[config.mk]
export PLATFORM = sky130hd
export DESIGN_NAME = contour_paddle_tracker
export DESIGN_NICKNAME = d
export VERILOG_FILES = /design/src/rtl/contour_paddle_tracker.sv
export SDC_FILE = /design/constraint.sdc
export NUM_CORES = 1
export LEC_CHECK = 0
export BUFFER_PORTS_ARGS = -buffer_cell sky130_fd_sc_hd__buf_2
export CAP_MARGIN = 20
export CELL_PAD_IN_SITES_DETAIL_PLACEMENT = 0
export CELL_PAD_IN_SITES_GLOBAL_PLACEMENT = 1
export CORE_UTILIZATION = 30
export CTS_BUF_LIST = sky130_fd_sc_hd__clkbuf_16
export CTS_CLUSTER_SIZE = 14
export DETAILED_ROUTE_END_ITERATION = 12
export GPL_TIMING_DRIVEN = 0
export MAX_ROUTING_LAYER = met4
export PLACE_DENSITY = 0.63
export RECOVER_POWER = 25
export SYNTH_ARGS = -nofsm -noshare
export SYNTH_HDL_FRONTEND = slang
export SYNTH_SLANG_ARGS = --single-unit
[constraint.sdc]
create_clock -name clk -period 3.5 [get_ports clk]
set_input_delay 0.175 -clock clk [delete_from_list [all_inputs] [get_ports clk]]
set_output_delay 0.175 -clock clk [all_outputs]
set_load 0.03 [all_outputs]
[src/rtl/contour_paddle_tracker.sv]
// contour_paddle_tracker
//   Tracks the vertical extent of contour pixels inside a column window
//   (the player region) over each video frame. At frame end it reports the
//   top, bottom and centre row of that extent as the paddle position.
//   Input is one pixel per valid cycle in raster order.
//
// Ports
//   clk        clock
//   rst        reset, asynchronous, active-high
//   iValid     iContour / iSOF valid this cycle
//   iSOF       first pixel of frame (x=0, y=0), qualified by iValid
//   iContour   contour value (0 or 255 typical)
//   oPaddleY   centre row of tracked contour
//   oTop       min hit row of last locked frame
//   oBottom    max hit row of last locked frame
//   oLock      last reported frame had >= MIN_PIX hits
//   oPosValid  one-cycle pulse: new frame report
//   oFrameErr  one-cycle pulse: frame abandoned by an early iSOF
module contour_paddle_tracker #(
  parameter int H_ACTIVE = 640,
  parameter int V_ACTIVE = 480,
  parameter int ROI_X0   = 0,
  parameter int ROI_X1   = 63,
  parameter int THRESH   = 128,
  parameter int MIN_PIX  = 16
) (
  input  logic       clk,
  input  logic       rst,
  input  logic       iValid,
  input  logic       iSOF,
  input  logic [9:0] iContour,
  output logic [9:0] oPaddleY,
  output logic [9:0] oTop,
  output logic [9:0] oBottom,
  output logic       oLock,
  output logic       oPosValid,
  output logic       oFrameErr
);

  localparam logic [9:0]  H_LAST   = 10'(H_ACTIVE - 1);
  localparam logic [9:0]  V_LAST   = 10'(V_ACTIVE - 1);
  localparam logic [9:0]  Y_CENTRE = 10'(V_ACTIVE / 2);
  localparam logic [18:0] MIN_CNT  = 19'(MIN_PIX);

  typedef enum logic [1:0] {WAIT_SOF, ACCUM, REPORT} state_t;

  state_t      state_reg;
  logic [9:0]  x_reg;
  logic [9:0]  y_reg;
  logic [9:0]  min_y_reg;
  logic [9:0]  max_y_reg;
  logic [18:0] count_reg;

  logic        start;
  logic        take;
  logic [9:0]  px;
  logic [9:0]  py;
  logic        in_roi;
  logic        hit;
  logic [18:0] base_count;
  logic [9:0]  base_min;
  logic [9:0]  base_max;
  logic [18:0] count_next;
  logic [9:0]  min_y_next;
  logic [9:0]  max_y_next;
  logic        last_col;
  logic        last_row;
  logic [9:0]  x_next;
  logic [9:0]  y_next;
  logic [10:0] y_sum;

  always_comb begin
    start = iValid & iSOF;
    // A pixel is consumed on SOF from idle/report, or on any valid cycle
    // mid-frame. Non-SOF pixels arriving in WAIT_SOF or REPORT are dropped.
    take  = ((state_reg == WAIT_SOF) && start) ||
            ((state_reg == ACCUM)    && iValid) ||
            ((state_reg == REPORT)   && start);

    // An accepted SOF always means pixel (0,0) of a fresh frame, so the
    // accumulators restart from their cleared values for this pixel.
    px = start ? 10'd0 : x_reg;
    py = start ? 10'd0 : y_reg;

    // Signed compares keep a zero ROI_X0 from producing a constant compare.
    in_roi = (int'(px) >= ROI_X0) && (int'(px) <= ROI_X1);
    hit    = iValid && (int'(iContour) >= THRESH) && in_roi;

    base_count = start ? 19'd0 : count_reg;
    base_min   = start ? V_LAST : min_y_reg;
    base_max   = start ? 10'd0 : max_y_reg;

    count_next = base_count + 19'(hit);
    min_y_next = (hit && (py < base_min)) ? py : base_min;
    max_y_next = (hit && (py > base_max)) ? py : base_max;

    last_col = (px == H_LAST);
    last_row = (py == V_LAST);
    x_next   = last_col ? 10'd0 : px + 10'd1;
    y_next   = last_col ? (last_row ? 10'd0 : py + 10'd1) : py;

    // 11-bit sum so the centre never wraps before the shift.
    y_sum = {1'b0, min_y_reg} + {1'b0, max_y_reg};
  end

  always_ff @(posedge clk or posedge rst) begin
    if (rst) begin
      state_reg <= WAIT_SOF;
      x_reg     <= 10'd0;
      y_reg     <= 10'd0;
      min_y_reg <= V_LAST;
      max_y_reg <= 10'd0;
      count_reg <= 19'd0;
      oPaddleY  <= Y_CENTRE;
      oTop      <= 10'd0;
      oBottom   <= 10'd0;
      oLock     <= 1'b0;
      oPosValid <= 1'b0;
      oFrameErr <= 1'b0;
    end else begin
      oPosValid <= 1'b0;
      oFrameErr <= 1'b0;

      if (take) begin
        count_reg <= count_next;
        min_y_reg <= min_y_next;
        max_y_reg <= max_y_next;
        x_reg     <= x_next;
        y_reg     <= y_next;
        state_reg <= (last_col && last_row) ? REPORT : ACCUM;
      end else if (state_reg == REPORT) begin
        count_reg <= 19'd0;
        min_y_reg <= V_LAST;
        max_y_reg <= 10'd0;
        x_reg     <= 10'd0;
        y_reg     <= 10'd0;
        state_reg <= WAIT_SOF;
      end

      // The report is built from the accumulators of the frame just ended;
      // a back-to-back SOF in this cycle only affects the next frame.
      if (state_reg == REPORT) begin
        oPosValid <= 1'b1;
        if (count_reg >= MIN_CNT) begin
          oTop     <= min_y_reg;
          oBottom  <= max_y_reg;
          oPaddleY <= y_sum[10:1];
          oLock    <= 1'b1;
        end else begin
          oLock    <= 1'b0;
        end
      end

      if ((state_reg == ACCUM) && start && ((x_reg != 10'd0) || (y_reg != 10'd0)))
        oFrameErr <= 1'b1;
    end
  end

endmodule

# ---- Word-level counts from Yosys, hierarchy flattened
# Cells that the tools add are included.
dict set report op_classes {
  addsub 4
  multipliers 0
  div 0
  n_lt_le_gt_ge 5
  n_eq_ne 4
  n_shift 0
  n_mux 24
  bitwise 1
  reduce_logical 18
}
# cell count
set op_table {}
lappend op_table {{10-bit two-way mux} 15}
lappend op_table {{19-bit two-way mux} 3}
lappend op_table {{10-bit by 1-bit adder with 10-bit output (second input constant)} 2}
lappend op_table {{10-bit nonzero test} 2}
lappend op_table {{19-bit by 1-bit adder with 19-bit output} 1}
lappend op_table {{19-bit by 5-bit greater-or-equal comparator with 1-bit output (second input constant)} 1}
lappend op_table {{10-bit by 10-bit adder with 11-bit output} 1}
lappend op_table {{10-bit == test (second input constant)} 1}
lappend op_table {{10-bit by 9-bit == test with 1-bit output (second input constant)} 1}
lappend op_table {{10-bit by 8-bit greater-or-equal comparator with 1-bit output (second input constant)} 1}
lappend op_table {{10-bit > comparator} 1}
lappend op_table {{10-bit by 6-bit <= comparator with 1-bit output (second input constant)} 1}
lappend op_table {{1-bit logical AND} 10}
lappend op_table {{10-bit < comparator} 1}
lappend op_table {{2-bit two-way mux} 3}
lappend op_table {{1-bit logical OR} 3}
lappend op_table {{1-bit two-way mux} 3}
lappend op_table {{2-bit by 1-bit == test with 1-bit output (second input constant)} 1}
lappend op_table {{2-bit == test (second input constant)} 1}
lappend op_table {{2-bit logical NOT} 1}
lappend op_table {{2-bit AND reduction} 1}
lappend op_table {{2-bit nonzero test} 1}
lappend op_table {{1-bit bitwise AND} 1}
dict set report word_totals {
  reg_bits 94
  latchBits 0
  ram_bits 0
  rom_bits 0
  inputBits 14
  out_inout_bits 33
  elab_cells 68
  memories 0
}

# ---- Depth between registers and ports, before layout
dict set report depth {
  word_depth 7
  mapped_depth 12
  ltp_nobuf 9
}

# ---- Least setup slack after synthesis
# OpenSTA, ideal clock, no wires.
dict set report synth_timing {
  kind {input -> register}
  from {input port iValid}
  to {register max_y_reg[1]}
  setup_time_ns 0.141
  arrival_ns 2.638
  t_required_ns 3.359
  slack_ns 0.721
  path_stages 12
  n_path_buf 4
  cell_sequence {buf_2 -> nand2_1 -> clkbuf_1 -> clkbuf_1 -> nand2_1 -> ha_1 -> a21oi_1 -> o21ai_0 -> a2111oi_0 -> or3_1 -> buf_2 -> o32ai_1}
}
dict set report synth_via {
  elab_chain_cells 7
  elab_cells_between_ends 17
  classes_between {order compare: 2; mux: 5; bitwise: 1; reduce/logical: 9}
}
# element line_no
set synth_rtl {}
lappend synth_rtl {{start, declared} 29} ;# input logic iValid,
lappend synth_rtl {{1-bit bitwise AND} 73} ;# start = iValid & iSOF;
lappend synth_rtl {{10-bit two-way mux} 82} ;# px = start ? 10'd0 : x_reg;
lappend synth_rtl {{10-bit by 6-bit <= comparator with 1-bit output} 86} ;# in_roi = (int'(px) >= ROI_X0) && (int'(px) <= ROI_X1);
lappend synth_rtl {{1-bit logical AND} 87} ;# hit = iValid && (int'(iContour) >= THRESH) && in_roi;
lappend synth_rtl {{1-bit logical AND} 95} ;# max_y_next = (hit && (py > base_max)) ? py : base_max;
lappend synth_rtl {{10-bit two-way mux} 95}
lappend synth_rtl {{10-bit two-way mux} 124} ;# if (take) begin
lappend synth_rtl {{end signal, assigned} 127} ;# max_y_reg <= max_y_next;
lappend synth_rtl {{end, declared} 51} ;# logic [9:0] max_y_reg;
# Parallel ways exist; a longest one is shown, timed or not.
# A chain may end at the register's enable or synchronous reset.

# ---- Worst setup path in the final report
dict set report layout_timing {
  from {input port iValid}
  to {register min_y_reg[7]}
}
dict set report layout_via {
  elab_chain_cells 7
  elab_cells_between_ends 17
  classes_between {order compare: 2; mux: 5; bitwise: 1; reduce/logical: 9}
}
# element line_no
set layout_rtl {}
lappend layout_rtl {{1-bit bitwise AND} 73}
lappend layout_rtl {{10-bit two-way mux} 82}
lappend layout_rtl {{10-bit by 6-bit <= comparator with 1-bit output} 86}
lappend layout_rtl {{1-bit logical AND} 87}
lappend layout_rtl {{1-bit logical AND} 94} ;# min_y_next = (hit && (py < base_min)) ? py : base_min;
lappend layout_rtl {{10-bit two-way mux} 94}
lappend layout_rtl {{10-bit two-way mux} 124}
lappend layout_rtl {{end signal, assigned} 126} ;# min_y_reg <= min_y_next;
lappend layout_rtl {{end, declared} 50} ;# logic [9:0] min_y_reg;
# Parallel ways exist; a longest one is shown, timed or not.

==> impl_metrics.toml <==
[run_status]
status = "finished, violations left"
violations = "max-capacitance violations, max-slew violations"

[detailed_routing]
drt_iter0_drc = 329
drc = 0
wl_per_cell_um = 18.7
detail-route-antenna-nets = 0
vias = 4945
wl_um = 17000
drt-pass1-iter-count = 5
viasPerCell = 5.42

[floorplanning]
die_h_um = 138
io_pins = 47
dieArea_sq_um = 19000
die_x_um = 138
num_rows = 49
core_sq_um = 18000
initial_core_util_pct = 30.7

[layout]
final_nets = 726
diodes = 0
final_area_sq_um = 6360
layout-drive-gt1-share_pct = 12.1
area_delta_synth_final_pct = 14.8
layout.area.seq_sq_um = 2370
nFillCells = 1892
largest_reg_flops = 19
post-route-util_pct = 35.3
multi_input_area_sq_um = 2950

[timing]
fmax_ghz = 0.304
finClkSkew_ps = 5.85
fin_crit_sh_pct = 94.1
tightestPinTransition_ps = 2090
final_max_slew_viol_count = 46
grt_setup_unrepaired = "false"
finalCriticalPeriod_ps = 3290
finalHoldViolations = 0
max-slew-margin-rel_pct = -40.1
setup_viol = 0

[clocking]
clock_latency_ps = 350
htreeDepth = 3
cts.clk_slew.worst_paths_ps = 70
cts_sinks = 94
cts_tree = "yes"
cts_buffers = 9
cts_root_buf = "clkbuf_16"
cts_buffer_depth = 2
cts_setup_buffers = 0

[yosys]
synth-edff-count = 0
syn_avg_cell_area_sq_um = 8.83
synth.net_count = 674
async_flop_share_pct = 100
seq_area_frac_synth_pct = 42.7
syn_inst = 627
syn-cell-area_sq_um = 5540
ys.flop_type = "dfrtp_1"
yosys.cell_types.count = 64
ys_ff_latch = 94
ys_warn_count = 0

[critical_path]
start_kind = "primary input"
cp_slowest_cell = "clkbuf_1"
crit_chain = "buf_2, buf_2, nand2_1, clkbuf_1, nand2_1, inv_1, ha_1, a21o_1, a211o_1, o21bai_1, and3_1, clkbuf_1, a22oi_1"
r2r_slack_ps = 480
crit_buf_inv = 5
cp.depth = 13
reg2regPathDepth = 8
crit_arrival_ps = 3550
max_stage_delay_ps = 520
crit_type = "primary input to flip-flop"
critPathMaxFanout = 10
end_kind = "flip-flop"
required_ps = 3750
critPathTopFamily = "buffers and inverters"

[placed_design]
portBuffers = 39
dpl.hpwl_um = 12300
gp_congestion = 0.866
place_area_sq_um = 6050

[min_path]
hold_path_depth = 5
hp-class = "primary input to flip-flop"

[global_route]
grt_start_max_net_pins = 50
grt-ovfl-total = 0
grt_pass1_wl_um = 27000
grt_use_total_pct = 19.6
antenna_found_initial = 0
grt_pass1_vias = 4916

[power]
p_clk_share_pct = 40.9
power.total_mw = 2.55
p_int_mw = 1.86
swShare_pct = 26.9
combPwrFrac_pct = 12.2
seq_power_share_pct = 46.9
p_leak_nw = 2.94
ir_drop_v = 0.000216
p_per_area_nw_per_um2 = 401
p_switching_mw = 0.686

[job]
max_cap_violations = 1
## worst paths after layout
path | from | to
worst max register to register | x_reg[7] | count_reg[15]
worst min-delay path | iValid | count_reg[10]
min in group asynchronous | rst | oTop[9]
worst min register to register | oPaddleY[7] | oPaddleY[7]
worst max-delay path | iValid | min_y_reg[7]
max in group asynchronous | rst | x_reg[2]
## routing by layer
| metal | track usage, % | part of all wire [%] | vias to the layer above |
|---|---|---|---|
| met2 | 30.8 | 46 | 122 |
| met5 | - | 0 | - |
| li1 | - | - | 2388 |
| met3 | 3.98 | 4.2 | 28 |
| met4 | 6.34 | 2.6 | 0 |
| met1 | 25.1 | 47 | 2407 |
## cells in the final DEF, fill, tap and decap left out, drive strengths merged, types with 12 or more instances in the layout
cell type / instances
a21oi: 18
buf: 37
clkbuf: 40
dfrtp: 82
dfstp: 12
ha: 32
inv: 29
nand2: 143
nand3: 23
nand4: 22
nor2: 28
nor4: 16
o21ai: 51
## metrics by stage
stage          cells  setup WS (ps)  hold slack [ps]  TNS (ps)
6_report         913            205              413         0
5_1_grt          913           13.3              474         0
4_1_cts          913           6.41              402         0
3_5_place_dp     896           -476              291     -6080
3_3_place_gp     895           -416              454    -39020
2_1_floorplan    627            721              448         0
## worst min-delay path, delay by kind of cell
family / cells / cell delay [ps]
simple gates: 2 / 240
compound gates: 1 / 70
buf+inv: 2 / 240
## cells in the mapped netlist, types with 3 or more instances
master	number	area share (%)
nand2_1	143	9.7
dfrtp_1	82	37
o21ai_0	51	4.6
ha_1	32	7.2
nor2_1	28	1.9
inv_1	27	1.8
nand3_1	22	2.0
nand4_1	22	2.5
clkbuf_1	20	1.4
a21oi_1	18	1.6
dfstp_2	12	5.7
nor4_1	11	1.2
and2_1	10	1.1
o22ai_1	10	1.1
a22oi_1	8	1.1
and3_1	8	0.90
buf_2	7	0.63
nor3_1	7	0.63
xnor2_1	7	1.1
a32o_1	6	1.1
o211ai_1	6	0.81
o31ai_1	6	0.81
a21bo_2	5	0.90
a31oi_1	5	0.56
nand2b_1	5	0.56
a211oi_1	4	0.54
a22o_1	4	0.63
o21a_1	4	0.54
a2111oi_0	3	0.47
a32oi_1	3	0.47
a41oi_1	3	0.47
and4_1	3	0.47
nor4_4	3	1.2
## power groups by stage
stage	logic (mW)	clock network (mW)	registers (mW)
after detailed placement	0.315	0	1.21
final	0.311	1.04	1.20
after CTS	0.318	1.08	1.19
after global placement	0.305	0	1.21
after floorplan	0.186	0	1.23
after global routing	0.349	1.12	1.20
## timing repair
item / in CTS / in global routing
pin swaps: 0 / 0
gates resized for setup: 1 / 3
hold buffers: 1 / 0
gates cloned: 0 / 0
endpoints found under the setup margin: 10 / 12
hold endpoints to repair: 33 / 0
## layout make-up
class / count / share of cell area, %
multi-input cells: 477 / 46.5
flip-flops and latches: 94 / 37.2
well taps: 229 / 4.51
clock buffers: 9 / 3.54
repair buffers: 41 / 3.46
plain buffers: 28 / 1.85
inverters: 28 / 1.67
clock inverters: 7 / 1.28
## logic make-up after synthesis
logic type / share of synthesized area (%)
AND/OR/NAND/NOR: 25.7
AO/OA/AOI/OAI: 18.6
flip-flops: 42.7
buffers and inverters: 4.02
adder cells (fa/ha/maj): 7.59
XOR/XNOR: 1.27
Note: power is estimated with default switching activity, not from simulation.
